--- src/rtl/spi_master_tx.sv ---
// SPI mode-0 master transmitter: serialises valid/ready bytes MSB first onto SCLK/MOSI with CS.
// Optional MISO capture path is enabled by defining SPI_TX_MISO_EN.
module spi_master_tx #(
    parameter int CLK_DIV = 4
) (
    input  logic       clk_i,
    input  logic       rst_i,
    input  logic [7:0] tx_data_i,
    input  logic       tx_valid_i,
    output logic       tx_ready_o,
    output logic       busy_o,
    output logic       sclk_o,
    output logic       mosi_o,
`ifdef SPI_TX_MISO_EN
    input  logic       miso_i,
    output logic [7:0] rx_data_o,
    output logic       rx_valid_o,
`endif
    output logic       cs_n_o
);

    if (CLK_DIV < 1) begin : g_bad_div
        $error("spi_master_tx: CLK_DIV must be >= 1");
    end

    localparam int DW = (CLK_DIV > 1) ? $clog2(CLK_DIV) : 1;
    localparam logic [DW-1:0] DIV_LAST = DW'(CLK_DIV - 1);

    typedef enum logic [2:0] {
        ST_IDLE  = 3'd0,
        ST_LEAD  = 3'd1,
        ST_HIGH  = 3'd2,
        ST_LOW   = 3'd3,
        ST_TRAIL = 3'd4
    } state_t;

    state_t          state_q, state_d;
    logic [DW-1:0]   div_cnt_q, div_cnt_d;
    logic [2:0]      bit_cnt_q, bit_cnt_d;
    logic [7:0]      shreg_q, shreg_d;
    logic            sclk_q, sclk_d;
    logic            mosi_q, mosi_d;
    logic            cs_n_q, cs_n_d;
    logic            phase_end_s;
    logic            terminal_s;
    logic            accept_s;

    assign phase_end_s = (div_cnt_q == DIV_LAST);
    assign terminal_s  = (state_q == ST_LOW) && phase_end_s && (bit_cnt_q == 3'd0);
    assign tx_ready_o  = (state_q == ST_IDLE) || terminal_s;
    assign accept_s    = tx_valid_i && tx_ready_o;
    assign busy_o      = (state_q != ST_IDLE);
    assign sclk_o      = sclk_q;
    assign mosi_o      = mosi_q;
    assign cs_n_o      = cs_n_q;

    // Next-state and output-register logic for the transfer sequencer
    always_comb begin
        state_d   = state_q;
        bit_cnt_d = bit_cnt_q;
        shreg_d   = shreg_q;
        sclk_d    = sclk_q;
        mosi_d    = mosi_q;
        cs_n_d    = cs_n_q;
        if (state_q == ST_IDLE || phase_end_s) begin
            div_cnt_d = {DW{1'b0}};
        end else begin
            div_cnt_d = div_cnt_q + DW'(1);
        end
        case (state_q)
            ST_IDLE: begin
                if (accept_s) begin
                    state_d   = ST_LEAD;
                    shreg_d   = tx_data_i;
                    bit_cnt_d = 3'd7;
                    mosi_d    = tx_data_i[7];
                    cs_n_d    = 1'b0;
                end else begin
                    state_d = ST_IDLE;
                end
            end
            ST_LEAD: begin
                if (phase_end_s) begin
                    state_d = ST_HIGH;
                    sclk_d  = 1'b1;
                end else begin
                    state_d = ST_LEAD;
                end
            end
            ST_HIGH: begin
                // MOSI advances on the falling SCLK edge so it has a full phase of setup
                if (phase_end_s) begin
                    state_d = ST_LOW;
                    sclk_d  = 1'b0;
                    if (bit_cnt_q != 3'd0) begin
                        shreg_d = {shreg_q[6:0], 1'b0};
                        mosi_d  = shreg_q[6];
                    end else begin
                        shreg_d = shreg_q;
                    end
                end else begin
                    state_d = ST_HIGH;
                end
            end
            ST_LOW: begin
                if (!phase_end_s) begin
                    state_d = ST_LOW;
                end else if (bit_cnt_q != 3'd0) begin
                    state_d   = ST_HIGH;
                    sclk_d    = 1'b1;
                    bit_cnt_d = bit_cnt_q - 3'd1;
                end else if (accept_s) begin
                    state_d   = ST_HIGH;
                    sclk_d    = 1'b1;
                    shreg_d   = tx_data_i;
                    bit_cnt_d = 3'd7;
                    mosi_d    = tx_data_i[7];
                end else begin
                    state_d = ST_TRAIL;
                end
            end
            ST_TRAIL: begin
                if (phase_end_s) begin
                    state_d = ST_IDLE;
                    cs_n_d  = 1'b1;
                end else begin
                    state_d = ST_TRAIL;
                end
            end
            default: begin
                state_d   = ST_IDLE;
                sclk_d    = 1'b0;
                cs_n_d    = 1'b1;
                bit_cnt_d = 3'd7;
            end
        endcase
    end

    // Sequencer state and registered SPI pins
    always_ff @(posedge clk_i or posedge rst_i) begin
        if (rst_i) begin
            state_q   <= ST_IDLE;
            div_cnt_q <= {DW{1'b0}};
            bit_cnt_q <= 3'd7;
            shreg_q   <= 8'h00;
            sclk_q    <= 1'b0;
            mosi_q    <= 1'b0;
            cs_n_q    <= 1'b1;
        end else begin
            state_q   <= state_d;
            div_cnt_q <= div_cnt_d;
            bit_cnt_q <= bit_cnt_d;
            shreg_q   <= shreg_d;
            sclk_q    <= sclk_d;
            mosi_q    <= mosi_d;
            cs_n_q    <= cs_n_d;
        end
    end

`ifdef SPI_TX_MISO_EN
    logic [7:0] rx_shift_q, rx_shift_d;
    logic [7:0] rx_data_q, rx_data_d;
    logic       rx_valid_q, rx_valid_d;

    assign rx_data_o  = rx_data_q;
    assign rx_valid_o = rx_valid_q;

    // MISO is captured on the edge that raises SCLK; the byte is published after the terminal cycle
    always_comb begin
        if (state_d == ST_HIGH && state_q != ST_HIGH) begin
            rx_shift_d = {rx_shift_q[6:0], miso_i};
        end else begin
            rx_shift_d = rx_shift_q;
        end
        if (terminal_s) begin
            rx_data_d  = rx_shift_q;
            rx_valid_d = 1'b1;
        end else begin
            rx_data_d  = rx_data_q;
            rx_valid_d = 1'b0;
        end
    end

    // Receive path registers
    always_ff @(posedge clk_i or posedge rst_i) begin
        if (rst_i) begin
            rx_shift_q <= 8'h00;
            rx_data_q  <= 8'h00;
            rx_valid_q <= 1'b0;
        end else begin
            rx_shift_q <= rx_shift_d;
            rx_data_q  <= rx_data_d;
            rx_valid_q <= rx_valid_d;
        end
    end
`endif

endmodule

--- config.mk ---
export PLATFORM = sky130hd
export DESIGN_NAME = spi_master_tx
export DESIGN_NICKNAME = d
export VERILOG_FILES = /design/src/rtl/spi_master_tx.sv
export SDC_FILE = /design/constraint.sdc
export NUM_CORES = 1
export LEC_CHECK = 0
export BUFFER_PORTS_ARGS = -buffer_cell sky130_fd_sc_hd__buf_2
export CAP_MARGIN = 40
export CORE_UTILIZATION = 45
export CTS_BUF_LIST = sky130_fd_sc_hd__clkbuf_4 sky130_fd_sc_hd__clkbuf_8
export DETAILED_ROUTE_END_ITERATION = 7
export GPL_TIMING_DRIVEN = 0
export PLACE_DENSITY = 0.71
export SLEW_MARGIN = 25
export SYNTH_ARGS = -nofsm -noshare
export SYNTH_HDL_FRONTEND = slang
export SYNTH_SLANG_ARGS = --single-unit
--- constraint.sdc ---
create_clock -name clk_i -period 2.2 [get_ports clk_i]
set_clock_uncertainty 0.05 [all_clocks]
set_input_delay 0 -clock clk_i [delete_from_list [all_inputs] [get_ports clk_i]]
set_output_delay 0 -clock clk_i [all_outputs]
set_load 0.02 [all_outputs]
# ---- Yosys cells after proc, flatten, opt, wreduce, memory -nomap -nowiden
# Index checks and enable logic that the tools add are counted.
dict set report word_totals {
  ff_bits 19
  input_bits 11
  out_inout_bits 5
  elab_cells 75
}
dict set report classes {
  n_addsub 2
  n_eq_ne 13
  mux 33
  bitwise_logic 3
  reduce_logical 17
}
# op n
set ops {}
lappend ops {{$mux 8} 5}
lappend ops {{$pmux 8 s3} 1}
lappend ops {{$mux 3} 7}
lappend ops {{$pmux 3 s5} 1}
lappend ops {{$ne 2x2->1 const B} 7}
lappend ops {{$mux 1} 13}
lappend ops {{$reduce_and 5->1} 2}
lappend ops {{$pmux 3 s3} 1}
lappend ops {{$reduce_bool 3->1} 3}
lappend ops {{$eq 3x2->1 const B} 2}
lappend ops {{$logic_not 3->1} 2}
lappend ops {{$pmux 1 s3} 2}
lappend ops {{$reduce_or 3->1} 2}
lappend ops {{$mux 2} 2}
lappend ops {{$pmux 1 s4} 1}
lappend ops {{$eq 3x1->1 const B} 1}
lappend ops {{$eq 3x3->1 const B} 1}
lappend ops {{$logic_and 1x1->1} 3}
lappend ops {{$ne 3x2->1 const B} 1}
lappend ops {{$not 1->1} 3}
lappend ops {{$reduce_and 3->1} 1}
lappend ops {{$sub 3x1->3 const B} 1}
lappend ops {{$add 2x1->2 const B} 1}
lappend ops {{$eq 2x2->1 const B} 1}
lappend ops {{other kinds (3)} 4}

# ---- Logic depth before layout (Yosys ltp)
# Gate-level depths: netlist of the first run.
dict set report depth {
  word_depth 9
  depth_mapped 6
  ltp_nobuf 6
}

# ---- Least setup slack after synthesis of the first run
# Ideal clock, no wire load.
dict set report synth_path {
  path_type {reg-to-reg}
  start {register bit_cnt_q[0]}
  end {register, netlist name shreg_q[7]}
  setup_ns 0.125
  t_arrival_ns 1.766
  required_ns 2.025
  path_slack_ns 0.259
  stages_incl_launch_ff 7
  n_path_buf 0
  period_less_slack_ns 1.941
  cell_sequence {dfstp_2 inv_1 ha_1 nand2b_1 a21oi_2 o31ai_4 mux2_4}
}
# element line_no
set synth_rtl {}
lappend synth_rtl {{start: declaration} 39} ;# logic [2:0] bit_cnt_q, bit_cnt_d;
lappend synth_rtl {{start signal: assignment} 152} ;# bit_cnt_q <= bit_cnt_d;

# ---- Final worst setup path of the first run
dict set report layout_path {
  start {register bit_cnt_q[0]}
  end {register shreg_q[1]}
}
dict set report layout_between {
  elab_chain_cells 8
  elab_cells_between_ends 12
  cone_classes {eq/ne (2); mux (4); reduce/logical (6)}
}
# element line_no
set layout_rtl {}
lappend layout_rtl {{$logic_not 3->1} 49} ;# assign terminal_s = (state_q == ST_LOW) && phase_end_s && (bit_cnt_q == 3'd0);
lappend layout_rtl {{$logic_and 1x1->1} 49}
lappend layout_rtl {{$logic_or 1x1->1} 50} ;# assign tx_ready_o = (state_q == ST_IDLE) || terminal_s;
lappend layout_rtl {{$logic_and 1x1->1} 51} ;# assign accept_s = tx_valid_i && tx_ready_o;
lappend layout_rtl {{$mux 8 (3 in a row)} -}
lappend layout_rtl {{$pmux 8 s3} -}
lappend layout_rtl {{end signal: assignment} 153} ;# shreg_q <= shreg_d;
lappend layout_rtl {{end: declaration} 40} ;# logic [7:0] shreg_q, shreg_d;
# Several ways; a longest one is shown, not always the timed one. The select of a mux whose other input is x is not followed.
# A chain may end at the register's enable or synchronous reset.

==> out/qor.yml, run 1 <==
hold_path_class: "in2reg"
fin_crit_ns: 2.06
clk_pin_slew_ns: 0.12
cts_tree: "yes"
ys_top_cells_by_area: "dfrtp_1 31%, dfstp_2 9.4%, mux2_4 9.4%"
timing.final.max_slew_violations: 0
cts_buffers: 3
synth_top_cell_by_area: "dfrtp_1"
outcome: "finished clean"
crit_path_cell_trace: "inv_1, ha_1, nand2b_1, a21oi_2, o31ai_4, buf_12, mux2_4"
r2r_slack_ns: 0.14
critPathSlowestCell: "dfstp_2"
grt_max_degree: 19
rows: 17
nNetsFinal: 145
arrival_ns: 2.21
reg2reg_to: "shreg_q[1]"
fp.coreArea_mm2: 0.00228
num_vias: 910
regArea_um2: 455
insertedDiodeCount: 0
dp_hpwl_um: 1650
combinationalPowerShare: 0.540
multi_input_area_um2: 589
rsz0062_at_grt: "false"
fin_crit_sh: 0.937
drtPass1Iterations: 4
yosysWarningCount: 0
relSlewSlack: 0.542
synth_seq_area_share: 0.409
worst_pin_slew_ns: 0.686
critPathBufInv: 2
worstSetupStartpoint: "bit_cnt_q[0]"
p_leak_nw: 0.594
vias_per_cell: 5.76
final_util: 0.597
p_sw_uw: 678
grt_pass1_wl_um: 3900
synth_area_mm2: 0.00111
grtUsageTotal: 0.197
ctsLongestPathBuffers: 2
clkLatencyLatePin_ns: 0.31
drive_gt1_frac: 0.400
synthCells: 102
slowest_delay_ns: 0.55
seqPwrFrac: 0.337
max_freq_mhz: 485
tns_ns: 0
end_kind: "flop"
antenna_found_initial: 0
worstSetupEndpoint: "shreg_q[1]"
areaGrowthSynthToFinish_pct: 22.2
hp-start: "tx_data_i[3]"
grt_pass1_vias: 897
wire_per_inst_um: 15.2
place_congestion: 0.881
critPathKind: "reg2reg"
fin_hold_ws_ns: 0.00509
gr-total-overflow: 0
p_int_mw: 1.12
totalWireLength_um: 2400
synth_fp_nets: 116
power_mw: 1.80
avgSynthCellArea_um2: 10.9
clock-sinks: 18
swShare: 0.377
die_x_um: 51.7
critical-path-top-delay-family: "flip-flops"
yosys_register_bits: 18
p_per_area_mw_per_mm2: 1320
ys_types: 41
htree_num_levels: 1
first_iter_violations: 18
start_util: 0.489
clkPwrFrac: 0.122
port_buffers: 15
drc: 0
synth_top_area_frac: 0.315
hold_viol: 0
n_fill_cell: 173
ant_nets: 0
die_h_um: 51.7
ir_drop_mv: 0.843
crit_cells: 7
dieArea_mm2: 0.00267
cts_resized: 0
reg2reg_depth: 7
crit_fanout: 8
drv_cap: 0
setup.worst_path.start_class: "flop"
pin_count: 16
setup_viol: 0
cp.required_ns: 2.35
r2r-start: "bit_cnt_q[0]"
cts_root_buf: "clkbuf_4"
==> power groups by stage <==
stage	sequential (mW)	clock, mW	combinational (mW)
floorplan	0.619	0	0.728
global placement	0.604	0	0.899
detailed placement	0.612	0	0.925
CTS	0.607	0.221	0.941
global route	0.630	0.236	1.06
finish	0.607	0.220	0.973
==> layout by cell type, fill, tap and decap left out, types with 4 or more instances in the layout <==
cell type,count
o21ai_0,6
nor2_1,5
nand2_1,5
dlygate4sd3_1,8
dfstp_2,4
mux2_2,7
inv_1,6
buf_2,15
mux2_4,7
a21oi_1,6
dfrtp_1,14
==> timing repair <==
action                                  4_1_cts  5_1_grt
endpoints found under the setup margin        0        7
hold endpoints to repair                     20        0
buffers inserted                              0        1
hold buffers                                  8        0
==> how the worst min path moves through the flow <==
stage | endpoint | slack, ns | depth (start not counted)
2_1_floorplan | div_cnt_q[0] | -0.11 | 1
3_3_place_gp | shreg_q[6] | 0.09 | 2
3_5_place_dp | div_cnt_q[0] | 0.09 | 2
4_1_cts | shreg_q[3] | 0.0002 | 3
5_1_grt | shreg_q[3] | 0.008 | 3
6_report | shreg_q[3] | 0.005 | 3
==> synthesized netlist by cell type, drive strengths merged <==
cell      n
dfrtp    14
mux2     14
a21oi     7
inv       7
nand2     6
o21ai     6
nor2      5
buf       4
dfstp     4
and3      3
ha        3
nor3      3
nor4      3
a2bb2oi   2
o31ai     2
a2111oi   1
a211oi    1
a21boi    1
a221oi    1
a22oi     1
a311oi    1
a32o      1
and2      1
and2b     1
and4b     1
clkbuf    1
nand2b    1
nand3b    1
nor2b     1
nor3b     1
nor4b     1
o22ai     1
o32ai     1
or4       1
==> per-layer routing <==
layer	share of wire	global-route usage
met4	0.017	0.108
met1	0.49	0.247
met2	0.46	0.320
met3	0.033	0.0322
met5	0	0
==> final cells by class <==
cell class	instances	area share
plain buffers	5	0.0304
clock buffers	4	0.0267
inverters	7	0.0193
multi-input cells	72	0.434
flip-flops and latches	18	0.335
well taps	28	0.0258
repair buffers	24	0.129
==> tightest hold or removal path: stages <==
cell	delay, ns
buf_2	0.08
mux2_2	0.13
mux2_4	0.13
==> sequential cells by signal, summed over array words and instances (netlist names) <==
name,cells
bit_cnt_q,3
cs_n_o,1
div_cnt_q,2
sclk_o,1
shreg_q,8
state_q,3
==> kinds of logic (layout without fill, tap and decap cells) <==
logic type	after synthesis	in the layout	synth area share
adder cells (fa/ha/maj)	3	3	0.0337
flip-flops	18	18	0.409
AO/OA/AOI/OAI	26	26	0.170
buffers and inverters	12	40	0.0607
AND/OR/NAND/NOR	29	29	0.161
multiplexers	14	14	0.165
==> through the flow <==
stage | std cells | area [um2] | worst slack [ns]
after floorplan | 102 | 1110 | 0.259
after global placement | 145 | 1220 | 0.100
after detailed placement | 145 | 1220 | 0.0510
after CTS | 157 | 1340 | 0.0270
after global routing | 158 | 1360 | 0.0480
final | 158 | 1360 | 0.139
Power figures use the tool's default switching activity.
==> run 2: changes to the inputs <==
--- a/config.mk
+++ b/config.mk
@@ -5,13 +5,15 @@
 export SDC_FILE = /design/constraint.sdc
 export NUM_CORES = 1
 export LEC_CHECK = 0
-export BUFFER_PORTS_ARGS = -buffer_cell sky130_fd_sc_hd__buf_2
+export BUFFER_PORTS_ARGS = -buffer_cell sky130_fd_sc_hd__buf_4
 export CAP_MARGIN = 40
+export CELL_PAD_IN_SITES_DETAIL_PLACEMENT = 1
+export CELL_PAD_IN_SITES_GLOBAL_PLACEMENT = 1
 export CORE_UTILIZATION = 45
 export CTS_BUF_LIST = sky130_fd_sc_hd__clkbuf_4 sky130_fd_sc_hd__clkbuf_8
 export DETAILED_ROUTE_END_ITERATION = 7
 export GPL_TIMING_DRIVEN = 0
-export PLACE_DENSITY = 0.71
+export PLACE_DENSITY = 0.85
 export SLEW_MARGIN = 25
 export SYNTH_ARGS = -nofsm -noshare
 export SYNTH_HDL_FRONTEND = slang
==> run 2 against run 1 <==
Highest routed layer unchanged. Register-to-register slack hardly changed. Global-route usage is 7.5 points higher. Sequential cell count stayed put. Die area stayed put. Hold slack better by 0.0048 ns. Critical endpoint unchanged. Clock-buffer cell count stayed put. Clock power is 14% lower. Critical path type unchanged.
==> out/qor.yml, run 2 (same netlist as run 1, synthesis figures left out) <==
reg_top3: "shreg_q (8), bit_cnt_q (3), state_q (3)"
tns_ns: 0  # unchanged
crit_fanout: 8  # unchanged
cts_root_buf: "clkbuf_4"
clock-sinks: 18  # unchanged
die_h_um: 51.7  # unchanged
mostFrequentLayoutCells: "17 x buf_4, 14 x dfrtp_1, 7 x mux2_2, 7 x mux2_4"
die_x_um: 51.7  # unchanged
end_kind: "flop"
critPathKind: "reg2reg"
dr_wl_met3_um: 98  # +24%
max_freq_mhz: 483  # -0.41%
cts_buffers: 3  # unchanged
largest_register_ffs: 8  # unchanged
ir_drop_mv: 0.611  # -27%
hold_path_class: "in2reg"
setup_viol: 0  # unchanged
clk_pin_slew_ns: 0.11  # about the same
rows: 17  # unchanged
pin_count: 16  # unchanged
totalWireLength_um: 3100  # +29%
final_cells: 154  # -2.5%
fin_hold_ws_ns: 0.00985  # +0.00476 ns
areaGrowthSynthToFinish_pct: 22.0  # about the same
drc: 0  # unchanged
gr-total-overflow: 0  # unchanged
relSlewSlack: 0.519  # -0.0235
first_iter_violations: 23  # +5
top_register: "shreg_q"
mostFrequentLayoutCell: "buf_4"
p_per_area_mw_per_mm2: 1380  # +4.2%
drive_gt1_frac: 0.421  # +0.0206
fin_crit_sh: 0.941  # +0.00386
regArea_um2: 455  # unchanged
vias_per_cell: 6.11  # +6.1%
hold_viol: 0  # unchanged
place_congestion: 0.861  # -2.2%
worst_pin_slew_ns: 0.721  # +0.0352 ns
grt_pass1_wl_um: 5160  # +32%
antenna_found_initial: 0  # unchanged
drtPass1Iterations: 4  # unchanged
wl_met1_um: 1290  # +10%
grt_pass1_vias: 1057  # +18%
insertedDiodeCount: 0  # unchanged
num_vias: 941  # +3.4%
arrival_ns: 2.21  # about the same
multi_input_area_um2: 597  # +1.3%
top_layer: "met4"
wire_per_inst_um: 20.1  # +33%
nNetsFinal: 141  # -2.8%
fin_crit_ns: 2.07  # +0.00848 ns
final_util: 0.596  # about the same
outcome: "finished clean"
cts_tree: "yes"
postPlaceCellArea_mm2: 0.00126  # +3.1%
p_leak_nw: 0.597  # +0.53%
rsz0062_at_grt: "false"
ctsLongestPathBuffers: 2  # unchanged
htree_num_levels: 1  # unchanged
ant_nets: 0  # unchanged
setup.worst_path.start_class: "flop"
fp.coreArea_mm2: 0.00228  # unchanged
final_area_mm2: 0.00136  # about the same
dieArea_mm2: 0.00267  # unchanged
wl_met2_um: 1640  # +48%
n_fill_cell: 267  # +54%
dp_hpwl_um: 2220  # +35%
dp.cells: 145  # unchanged
port_buffers: 15  # unchanged
clkLatencyLatePin_ns: 0.30  # about the same
start_util: 0.489  # unchanged
grt_max_degree: 19  # unchanged
grtUsageTotal: 0.272  # +0.0750
timing.final.max_slew_violations: 0  # unchanged
drv_cap: 0  # unchanged
cp.required_ns: 2.34  # about the same
==> run 2: power by group <==
group | switching (mW) | internal, mW | leakage, nW | total (mW)
registers | 0.111 | 0.509 | 0.209 | 0.620
clock network | 0.107 | 0.0829 | 0.0184 | 0.190
logic | 0.522 | 0.541 | 0.369 | 1.06
total | 0.740 | 1.13 | 0.597 | 1.87
==> run 2: stage by stage <==
stage | setup WS (ns) | power [mW]
2_1_floorplan | 0.259 | 1.35
3_3_place_gp | 0.0885 | 1.53
3_5_place_dp | 0.0169 | 1.63
4_1_cts | 0.120 | 1.86
5_1_grt | 0.0604 | 2.00
6_report | 0.131 | 1.87
==> run 2: what timing repair did <==
| item | 4_1_cts | 5_1_grt |
|---|---|---|
| hold endpoints to repair | 17 | 0 |
| pin swaps | 1 | 0 |
| hold buffers | 4 | 0 |
| endpoints found under the setup margin | 3 | 1 |
| gates resized for setup | 0 | 1 |
| setup buffers | 1 | 0 |
==> run 2: worst paths after layout <==
| kind | slack (ns) | cells past startpoint | from | endpoint |
|---|---|---|---|---|
| max | 0.13 | 7 | bit_cnt_q[0] | shreg_q[1] |
| min | 0.01 | 3 | tx_data_i[7] | shreg_q[7] |
| max reg2reg | 0.13 | 7 | bit_cnt_q[0] | shreg_q[1] |
| min reg2reg | 0.42 | 1 | div_cnt_q[0] | div_cnt_q[0] |
| max in group asynchronous | 1.32 | 3 | rst_i | shreg_q[0] |
| min in group asynchronous | 0.32 | 3 | rst_i | state_q[0] |
==> run 2: routing by layer <==
layer,vias up,track usage
li1,424,-
met1,474,0.323
met2,33,0.496
met3,10,0.0351
met4,0,0.0991
met5,-,0
==> run 2: critical path, cell delays in order, from the launching register on <==
cell	delay, ns
dfstp_2	0.38
inv_1	0.10
ha_1	0.28
nand3b_1	0.14
or4_4	0.45
o31ai_4	0.09
buf_12	0.18
mux2_4	0.30
==> run 2: area by class of cell <==
cell class,instances,area share
multi-input cells,72,0.440
inverters,7,0.0194
well taps,28,0.0258
repair buffers,20,0.127
clock buffers,4,0.0221
flip-flops and latches,18,0.335
plain buffers,5,0.0304
